<file path="config.mk">
export PLATFORM = sky130hd
export DESIGN_NAME = dmem_arbiter_flat
export DESIGN_NICKNAME = d
export VERILOG_FILES = /design/src/rtl/dmem_arbiter_if.sv /design/src/rtl/dmem_arbiter.sv /design/src/flat_wrapper.sv
export SDC_FILE = /design/constraint.sdc
export NUM_CORES = 1
export LEC_CHECK = 0
export CORE_ASPECT_RATIO = 1.75
export CORE_MARGIN = 8
export CORE_UTILIZATION = 28
export DETAILED_ROUTE_END_ITERATION = 12
export GPL_ROUTABILITY_DRIVEN = 0
export HOLD_SLACK_MARGIN = 0.15
export PLACE_DENSITY = 0.79
export SETUP_SLACK_MARGIN = 0.3
export SYNTH_ARGS = -nofsm -noshare
export SYNTH_HDL_FRONTEND = slang
export SYNTH_SLANG_ARGS = --single-unit
export TNS_END_PERCENT = 30
</file>
<file path="constraint.sdc">
create_clock -name clk -period 1.7 [get_ports clk]
set_input_delay 0.34 -clock clk [delete_from_list [all_inputs] [get_ports clk]]
set_output_delay 0.34 -clock clk [all_outputs]
set_load 0.02 [all_outputs]
</file>
<file path="src/rtl/dmem_arbiter_if.sv">
`default_nettype none
// ============================================================================
// Module      : dmem_arbiter_if
// Description : Bundles both requester ports and the data-memory side of the
//               data-memory arbiter.
// Revision    : 1.0 - initial release
// ============================================================================
interface dmem_arbiter_if;
    // Port 0: pipeline memory-access stage
    logic        p0_req;
    logic        p0_wEn;
    logic [1:0]  p0_size;
    logic        p0_sign;
    logic [31:0] p0_addr;
    logic [31:0] p0_wdata;
    logic        p0_gnt;
    logic        p0_rvalid;
    logic [31:0] p0_rdata;

    // Port 1: loader / debug master
    logic        p1_req;
    logic        p1_wEn;
    logic [1:0]  p1_size;
    logic        p1_sign;
    logic [31:0] p1_addr;
    logic [31:0] p1_wdata;
    logic        p1_lock;
    logic        p1_gnt;
    logic        p1_rvalid;
    logic [31:0] p1_rdata;

    // Data memory side
    logic        mem_wEn;
    logic [1:0]  mem_size;
    logic        mem_sign;
    logic [31:0] mem_addr;
    logic [31:0] mem_wdata;
    logic [31:0] mem_rdata;

    modport slave (
        input  p0_req, p0_wEn, p0_size, p0_sign, p0_addr, p0_wdata,
        output p0_gnt, p0_rvalid, p0_rdata,
        input  p1_req, p1_wEn, p1_size, p1_sign, p1_addr, p1_wdata, p1_lock,
        output p1_gnt, p1_rvalid, p1_rdata,
        output mem_wEn, mem_size, mem_sign, mem_addr, mem_wdata,
        input  mem_rdata
    );

    modport master (
        output p0_req, p0_wEn, p0_size, p0_sign, p0_addr, p0_wdata,
        input  p0_gnt, p0_rvalid, p0_rdata,
        output p1_req, p1_wEn, p1_size, p1_sign, p1_addr, p1_wdata, p1_lock,
        input  p1_gnt, p1_rvalid, p1_rdata,
        input  mem_wEn, mem_size, mem_sign, mem_addr, mem_wdata,
        output mem_rdata
    );
endinterface
`default_nettype wire

</file>
<file path="src/rtl/dmem_arbiter.sv">
`default_nettype none
// ============================================================================
// Module      : dmem_arbiter
// Description : Two-port arbiter for the single-port data memory with bounded
//               port-1 starvation and a port-1 lock for exclusive bursts.
// Revision    : 1.0 - initial release
// ============================================================================
module dmem_arbiter #(
    parameter int MAX_WAIT = 4
) (
    input  logic          clk,
    input  logic          rst,
    dmem_arbiter_if.slave bus
);

    localparam int                c_CNT_W    = $clog2(MAX_WAIT + 1);
    localparam logic [c_CNT_W-1:0] c_MAX_CNT = c_CNT_W'(MAX_WAIT);

    localparam logic [0:0] c_OPEN   = 1'b0;
    localparam logic [0:0] c_LOCKED = 1'b1;

    logic [0:0]         r_state;
    logic [c_CNT_W-1:0] r_wait_cnt;
    logic               r_p0_rvalid;
    logic               r_p1_rvalid;
    logic [31:0]        r_p0_rdata;
    logic [31:0]        r_p1_rdata;

    logic               w_p0_gnt;
    logic               w_p1_gnt;

    // Grants are forced low during reset so no memory write can leak out.
    always_comb begin
        w_p0_gnt = 1'b0;
        w_p1_gnt = 1'b0;
        if (!rst) begin
            if (r_state == c_LOCKED) begin
                w_p1_gnt = bus.p1_req;
            end else begin
                w_p0_gnt = bus.p0_req && (r_wait_cnt < c_MAX_CNT);
                w_p1_gnt = bus.p1_req && !w_p0_gnt;
            end
        end
    end

    always_comb begin
        bus.mem_wEn   = 1'b0;
        bus.mem_size  = 2'b00;
        bus.mem_sign  = 1'b0;
        bus.mem_addr  = 32'h0;
        bus.mem_wdata = 32'h0;
        if (w_p0_gnt) begin
            bus.mem_wEn   = bus.p0_wEn;
            bus.mem_size  = bus.p0_size;
            bus.mem_sign  = bus.p0_sign;
            bus.mem_addr  = bus.p0_addr;
            bus.mem_wdata = bus.p0_wdata;
        end else if (w_p1_gnt) begin
            bus.mem_wEn   = bus.p1_wEn;
            bus.mem_size  = bus.p1_size;
            bus.mem_sign  = bus.p1_sign;
            bus.mem_addr  = bus.p1_addr;
            bus.mem_wdata = bus.p1_wdata;
        end
    end

    always_ff @(posedge clk) begin
        if (rst) begin
            r_state     <= c_OPEN;
            r_wait_cnt  <= '0;
            r_p0_rvalid <= 1'b0;
            r_p1_rvalid <= 1'b0;
            r_p0_rdata  <= 32'h0;
            r_p1_rdata  <= 32'h0;
        end else begin
            r_p0_rvalid <= w_p0_gnt && !bus.p0_wEn;
            r_p1_rvalid <= w_p1_gnt && !bus.p1_wEn;
            if (w_p0_gnt && !bus.p0_wEn) begin
                r_p0_rdata <= bus.mem_rdata;
            end
            if (w_p1_gnt && !bus.p1_wEn) begin
                r_p1_rdata <= bus.mem_rdata;
            end

            case (r_state)
                c_OPEN: begin
                    if (w_p1_gnt && bus.p1_lock) begin
                        r_state <= c_LOCKED;
                    end
                end
                default: begin
                    if (!bus.p1_lock) begin
                        r_state <= c_OPEN;
                    end
                end
            endcase

            // Starvation counter only matters while port 0 can compete.
            if ((r_state == c_LOCKED) || w_p1_gnt || !bus.p1_req) begin
                r_wait_cnt <= '0;
            end else if (r_wait_cnt != c_MAX_CNT) begin
                r_wait_cnt <= r_wait_cnt + 1'b1;
            end
        end
    end

    assign bus.p0_gnt    = w_p0_gnt;
    assign bus.p1_gnt    = w_p1_gnt;
    assign bus.p0_rvalid = r_p0_rvalid;
    assign bus.p1_rvalid = r_p1_rvalid;
    assign bus.p0_rdata  = r_p0_rdata;
    assign bus.p1_rdata  = r_p1_rdata;

endmodule
`default_nettype wire

</file>
<file path="src/flat_wrapper.sv">
// flat-port wrapper written by rule: the top's interface ports become plain ports
module dmem_arbiter_flat 
#(
    parameter int MAX_WAIT = 4
)
  (clk, rst, bus_p0_req, bus_p0_wEn, bus_p0_size, bus_p0_sign, bus_p0_addr, bus_p0_wdata, bus_p0_gnt, bus_p0_rvalid, bus_p0_rdata, bus_p1_req, bus_p1_wEn, bus_p1_size, bus_p1_sign, bus_p1_addr, bus_p1_wdata, bus_p1_lock, bus_p1_gnt, bus_p1_rvalid, bus_p1_rdata, bus_mem_wEn, bus_mem_size, bus_mem_sign, bus_mem_addr, bus_mem_wdata, bus_mem_rdata);
  dmem_arbiter_if bus_i ();
  input  logic clk;
  input  logic rst;
  input wire logic [$bits(bus_i.p0_req)-1:0] bus_p0_req;
  input wire logic [$bits(bus_i.p0_wEn)-1:0] bus_p0_wEn;
  input wire logic [$bits(bus_i.p0_size)-1:0] bus_p0_size;
  input wire logic [$bits(bus_i.p0_sign)-1:0] bus_p0_sign;
  input wire logic [$bits(bus_i.p0_addr)-1:0] bus_p0_addr;
  input wire logic [$bits(bus_i.p0_wdata)-1:0] bus_p0_wdata;
  output wire logic [$bits(bus_i.p0_gnt)-1:0] bus_p0_gnt;
  output wire logic [$bits(bus_i.p0_rvalid)-1:0] bus_p0_rvalid;
  output wire logic [$bits(bus_i.p0_rdata)-1:0] bus_p0_rdata;
  input wire logic [$bits(bus_i.p1_req)-1:0] bus_p1_req;
  input wire logic [$bits(bus_i.p1_wEn)-1:0] bus_p1_wEn;
  input wire logic [$bits(bus_i.p1_size)-1:0] bus_p1_size;
  input wire logic [$bits(bus_i.p1_sign)-1:0] bus_p1_sign;
  input wire logic [$bits(bus_i.p1_addr)-1:0] bus_p1_addr;
  input wire logic [$bits(bus_i.p1_wdata)-1:0] bus_p1_wdata;
  input wire logic [$bits(bus_i.p1_lock)-1:0] bus_p1_lock;
  output wire logic [$bits(bus_i.p1_gnt)-1:0] bus_p1_gnt;
  output wire logic [$bits(bus_i.p1_rvalid)-1:0] bus_p1_rvalid;
  output wire logic [$bits(bus_i.p1_rdata)-1:0] bus_p1_rdata;
  output wire logic [$bits(bus_i.mem_wEn)-1:0] bus_mem_wEn;
  output wire logic [$bits(bus_i.mem_size)-1:0] bus_mem_size;
  output wire logic [$bits(bus_i.mem_sign)-1:0] bus_mem_sign;
  output wire logic [$bits(bus_i.mem_addr)-1:0] bus_mem_addr;
  output wire logic [$bits(bus_i.mem_wdata)-1:0] bus_mem_wdata;
  input wire logic [$bits(bus_i.mem_rdata)-1:0] bus_mem_rdata;
  assign bus_i.p0_req = bus_p0_req;
  assign bus_i.p0_wEn = bus_p0_wEn;
  assign bus_i.p0_size = bus_p0_size;
  assign bus_i.p0_sign = bus_p0_sign;
  assign bus_i.p0_addr = bus_p0_addr;
  assign bus_i.p0_wdata = bus_p0_wdata;
  assign bus_p0_gnt = bus_i.p0_gnt;
  assign bus_p0_rvalid = bus_i.p0_rvalid;
  assign bus_p0_rdata = bus_i.p0_rdata;
  assign bus_i.p1_req = bus_p1_req;
  assign bus_i.p1_wEn = bus_p1_wEn;
  assign bus_i.p1_size = bus_p1_size;
  assign bus_i.p1_sign = bus_p1_sign;
  assign bus_i.p1_addr = bus_p1_addr;
  assign bus_i.p1_wdata = bus_p1_wdata;
  assign bus_i.p1_lock = bus_p1_lock;
  assign bus_p1_gnt = bus_i.p1_gnt;
  assign bus_p1_rvalid = bus_i.p1_rvalid;
  assign bus_p1_rdata = bus_i.p1_rdata;
  assign bus_mem_wEn = bus_i.mem_wEn;
  assign bus_mem_size = bus_i.mem_size;
  assign bus_mem_sign = bus_i.mem_sign;
  assign bus_mem_addr = bus_i.mem_addr;
  assign bus_mem_wdata = bus_i.mem_wdata;
  assign bus_i.mem_rdata = bus_mem_rdata;
  dmem_arbiter #(.MAX_WAIT(MAX_WAIT)) u_core (.clk(clk), .rst(rst), .bus(bus_i));
endmodule
</file>
==> reports/summary.json <==
{
  "period_needed": {"value": 2.311, "unit": "ns"},
  "crit_slowest_cell": {"value": "or3b_4"},
  "layout.cells.most_common": {"value": "clkdlybuf4s50_1"},
  "outcome": {"value": "complete, but fails checks"},
  "placement.setup.worst_slack": {"value": -1.113, "unit": "ns"},
  "critical_path_required": {"value": 1.36, "unit": "ns"},
  "hold_buffers": {"value": 0},
  "crit_path_start_kind": {"value": "flop"},
  "placed_cells_incl_taps": {"value": 781},
  "initial_core_util": {"value": 28.60, "unit": "%"},
  "slowest_delay": {"value": 0.41, "unit": "ns"},
  "synth.ff_latch_count": {"value": 70},
  "ys_warn_count": {"value": 0},
  "layout.nets": {"value": 862},
  "drt_first_pass_iters": {"value": 6},
  "fin_cells": {"value": 833},
  "grt_max_degree": {"value": 37},
  "violated_checks": {"value": "negative setup slack"},
  "pin_count": {"value": 309},
  "relSlewSlack": {"value": 70.56, "unit": "%"},
  "port_buffers": {"value": 308},
  "core_area": {"value": 0.01158, "unit": "sq mm"},
  "grt_use_total": {"value": 25.26, "unit": "%"},
  "max_clock_freq": {"value": 432.6, "unit": "MHz"},
  "fin_area": {"value": 0.008213, "unit": "sq mm"},
  "drt_drc_violations_left": {"value": 0},
  "die_x": {"value": 98.22, "unit": "microns"},
  "fin_crit_sh": {"value": 136.0, "unit": "%"},
  "synth_area_leaders": {"value": "dfxtp_1, a22o_1, mux2_2"},
  "mostFrequentLayoutCells": {"value": "clkdlybuf4s50_1, dfxtp_1, dlymetal6s2s_1"},
  "placed_area": {"value": 0.007186, "unit": "sq mm"},
  "synthToLayoutAreaGrowth": {"value": 148.0, "unit": "%"},
  "dp_hpwl": {"value": 15750, "unit": "microns"},
  "finalCoreUtilization": {"value": 70.92, "unit": "%"},
  "max_slew.worst_pin.slew": {"value": 0.4416, "unit": "ns"},
  "grt_setup_unrepaired": {"value": "yes"},
  "top_area_cell_type_share_of_the_netlist_area": {"value": 42.31, "unit": "%"},
  "report.final.hold_viol_count": {"value": 0},
  "cts_max_level": {"value": 3},
  "criticalPathCategory": {"value": "flop to output pin"},
  "grt_first_pass_wirelength": {"value": 30130, "unit": "microns"},
  "grt_antenna_before_repair": {"value": 20},
  "setup.worst_path.end_class": {"value": "output pin"},
  "power.density_cell_area": {"value": 663.0, "unit": "mW/mm^2"},
  "post_synthesis_instance_area": {"value": 0.003312, "unit": "sq mm"},
  "drive_gt1_share": {"value": 36.03, "unit": "%"},
  "numCtsBuffers": {"value": 9},
  "finalHoldWorstSlack": {"value": 0.4381, "unit": "ns"},
  "avgViaCountPerCell": {"value": 5.210},
  "cp_common_cell": {"value": "buf_6"},
  "syn-instance-count": {"value": 352},
  "critical_path.cell_chain": {"value": "or3b_4, nor2_4, buf_6, buf_6, buf_12, buf_16, buf_6, buf_6, a22o_4, buf_6"},
  "post_drt_wl_per_cell": {"value": 25.79, "unit": "microns"},
  "timing_max_transition_violations_final": {"value": 0},
  "peakVddDrop": {"value": 766.7, "unit": "uV"},
  "cts.root.buffer_cell": {"value": "clkbuf_16"},
  "path_clk_slew": {"value": 0.05, "unit": "ns"},
  "number_of_sinks_driven_by_the_clock_tree": {"value": 70},
  "drt_iter0_drc": {"value": 126},
  "setup_slack_of_the_critical_path_after_layout": {"value": -0.6114, "unit": "ns"},
  "timing.final.setup_violations": {"value": 102},
  "finalClockSkew": {"value": 0.006067, "unit": "ns"},
  "worst_hold_path_type": {"value": "input port to flop"},
  "die_height": {"value": 159.9, "unit": "microns"},
  "number_of_global_route_vias_before_repair": {"value": 4697},
  "detail-route-antenna-nets": {"value": 0},
  "cts_buffer_depth": {"value": 2},
  "die_area": {"value": 0.01570, "unit": "sq mm"},
  "cts_tree": {"value": "built"},
  "yosys.cell_types.count": {"value": 23},
  "synth_largest_area_cell": {"value": "dfxtp_1"},
  "max_cap_viol_count": {"value": 0},
  "critical_path_peak_fanout": {"value": 6},
  "rows": {"value": 52},
  "arrival": {"value": 1.97, "unit": "ns"},
  "fillerInstances": {"value": 825},
  "syn_nets": {"value": 527},
  "synth_seq_area_share": {"value": 42.31, "unit": "%"},
  "globalRoute.totalOverflow": {"value": 0},
  "power.static_leakage": {"value": 4.552, "unit": "nW"},
  "totalWireLength": {"value": 21490, "unit": "microns"},
  "num_vias": {"value": 4340},
  "clock_insertion_delay_worst_skew": {"value": 0.33, "unit": "ns"},
  "avgSynthCellArea": {"value": 9.409, "unit": "sq um"}
}
-- metal layers --
layer,track usage (%),up-vias,part of all wire [%],wire (microns)
met4,11.95,26,3.3,706
met1,24.40,2034,34,7300
met5,0,-,0.81,175
met3,14.98,64,13,2782
met2,42.02,254,49,10520
li1,-,1962,-,-
-- Yosys cell counts --
library cell and number:
nand3_1 32, mux2_2 30, nor3_4 1, buf_6 3, dfxtp_1 70, ha_1 2, buf_2 14, nand2_1 32
nor3b_1 2, nor2b_1 32, nand2b_1 2, a22o_1 68, or3b_1 1, o211a_1 1, nor2_1 1, nor4_1 1
nor2_4 1, o21ai_0 32, clkbuf_1 16, nor3_1 3, buf_4 1, mux2_1 2, inv_1 5
-- logic make-up after synthesis --
kind of cell	synth area share, %
AND/OR/NAND/NOR	17.19
AO/OA/AOI/OAI	23.12
flip-flops	42.31
buffers and inverters	5.743
multiplexers	10.88
adder cells (fa/ha/maj)	0.7555
-- layout make-up --
class / count / area (sq um) / area share [%]
inverters: 5 / 18.77 / 0.2285
multi-input cells: 243 / 2375 / 28.92
clock inverters: 5 / 75.07 / 0.9141
clock buffers: 10 / 229.0 / 2.788
well taps: 135 / 168.9 / 2.057
diodes: 7 / 17.52 / 0.2133
repair buffers: 358 / 3926 / 47.81
flip-flops and latches: 70 / 1403 / 17.08
-- state kept, by name, indices dropped and copies added (netlist names) --
name,count
u_core.bus.p0_rvalid,1
u_core.bus.p1_rdata,32
u_core.bus.p0_rdata,32
u_core.r_wait_cnt,3
u_core.r_state,1
u_core.bus.p1_rvalid,1
-- worst max-delay path, delay by kind of cell (launching register included) --
family          cells  cell delay (ns)
compound gates      1             0.10
buf+inv             7             0.68
simple gates        2             0.54
flops               1             0.31
-- stage by stage --
| stage | total power (W) | setup TNS [ns] |
|---|---|---|
| after global routing | 0.005629 | -49.11 |
| after global placement | 0.003343 | -107.07 |
| after detailed placement | 0.003369 | -109.56 |
| after CTS | 0.005389 | -39.68 |
| final | 0.005445 | -43.50 |
| after floorplan | 0.002455 | -1.267 |
-- final timing paths --
check	start	to	slack (ns)	cells after the start
min	bus_p0_req	u_core.r_wait_cnt[1]$_SDFFE_PP0N_	0.44	3
min reg2reg	u_core.bus.p1_rdata[29]$_SDFFE_PP0P_	u_core.bus.p1_rdata[29]$_SDFFE_PP0P_	0.44	2
max	u_core.r_state$_SDFF_PP0_	bus_mem_addr[3]	-0.61	10
max reg2reg	u_core.r_state$_SDFF_PP0_	u_core.bus.p0_rdata[26]$_SDFFE_PP0P_	-0.25	5
-- timing repair --
item                       in CTS  in global routing
setup endpoints to repair     204                202
resized for setup             343                191
cloned                          4                  4
pin swaps                       4                 20
setup buffers                  15                  7
-- power by group --
group | internal, W | leakage (nW) | switching [W] | total [W]
Sequential | 0.00172 | 0.572 | 0.0000369 | 0.00175
Clock | 0.00127 | 0.152 | 0.000669 | 0.00194
Combinational | 0.00101 | 3.83 | 0.000741 | 0.00175
Total | 0.00400 | 4.55 | 0.00145 | 0.00545
Note: power is estimated with default switching activity, not from simulation.
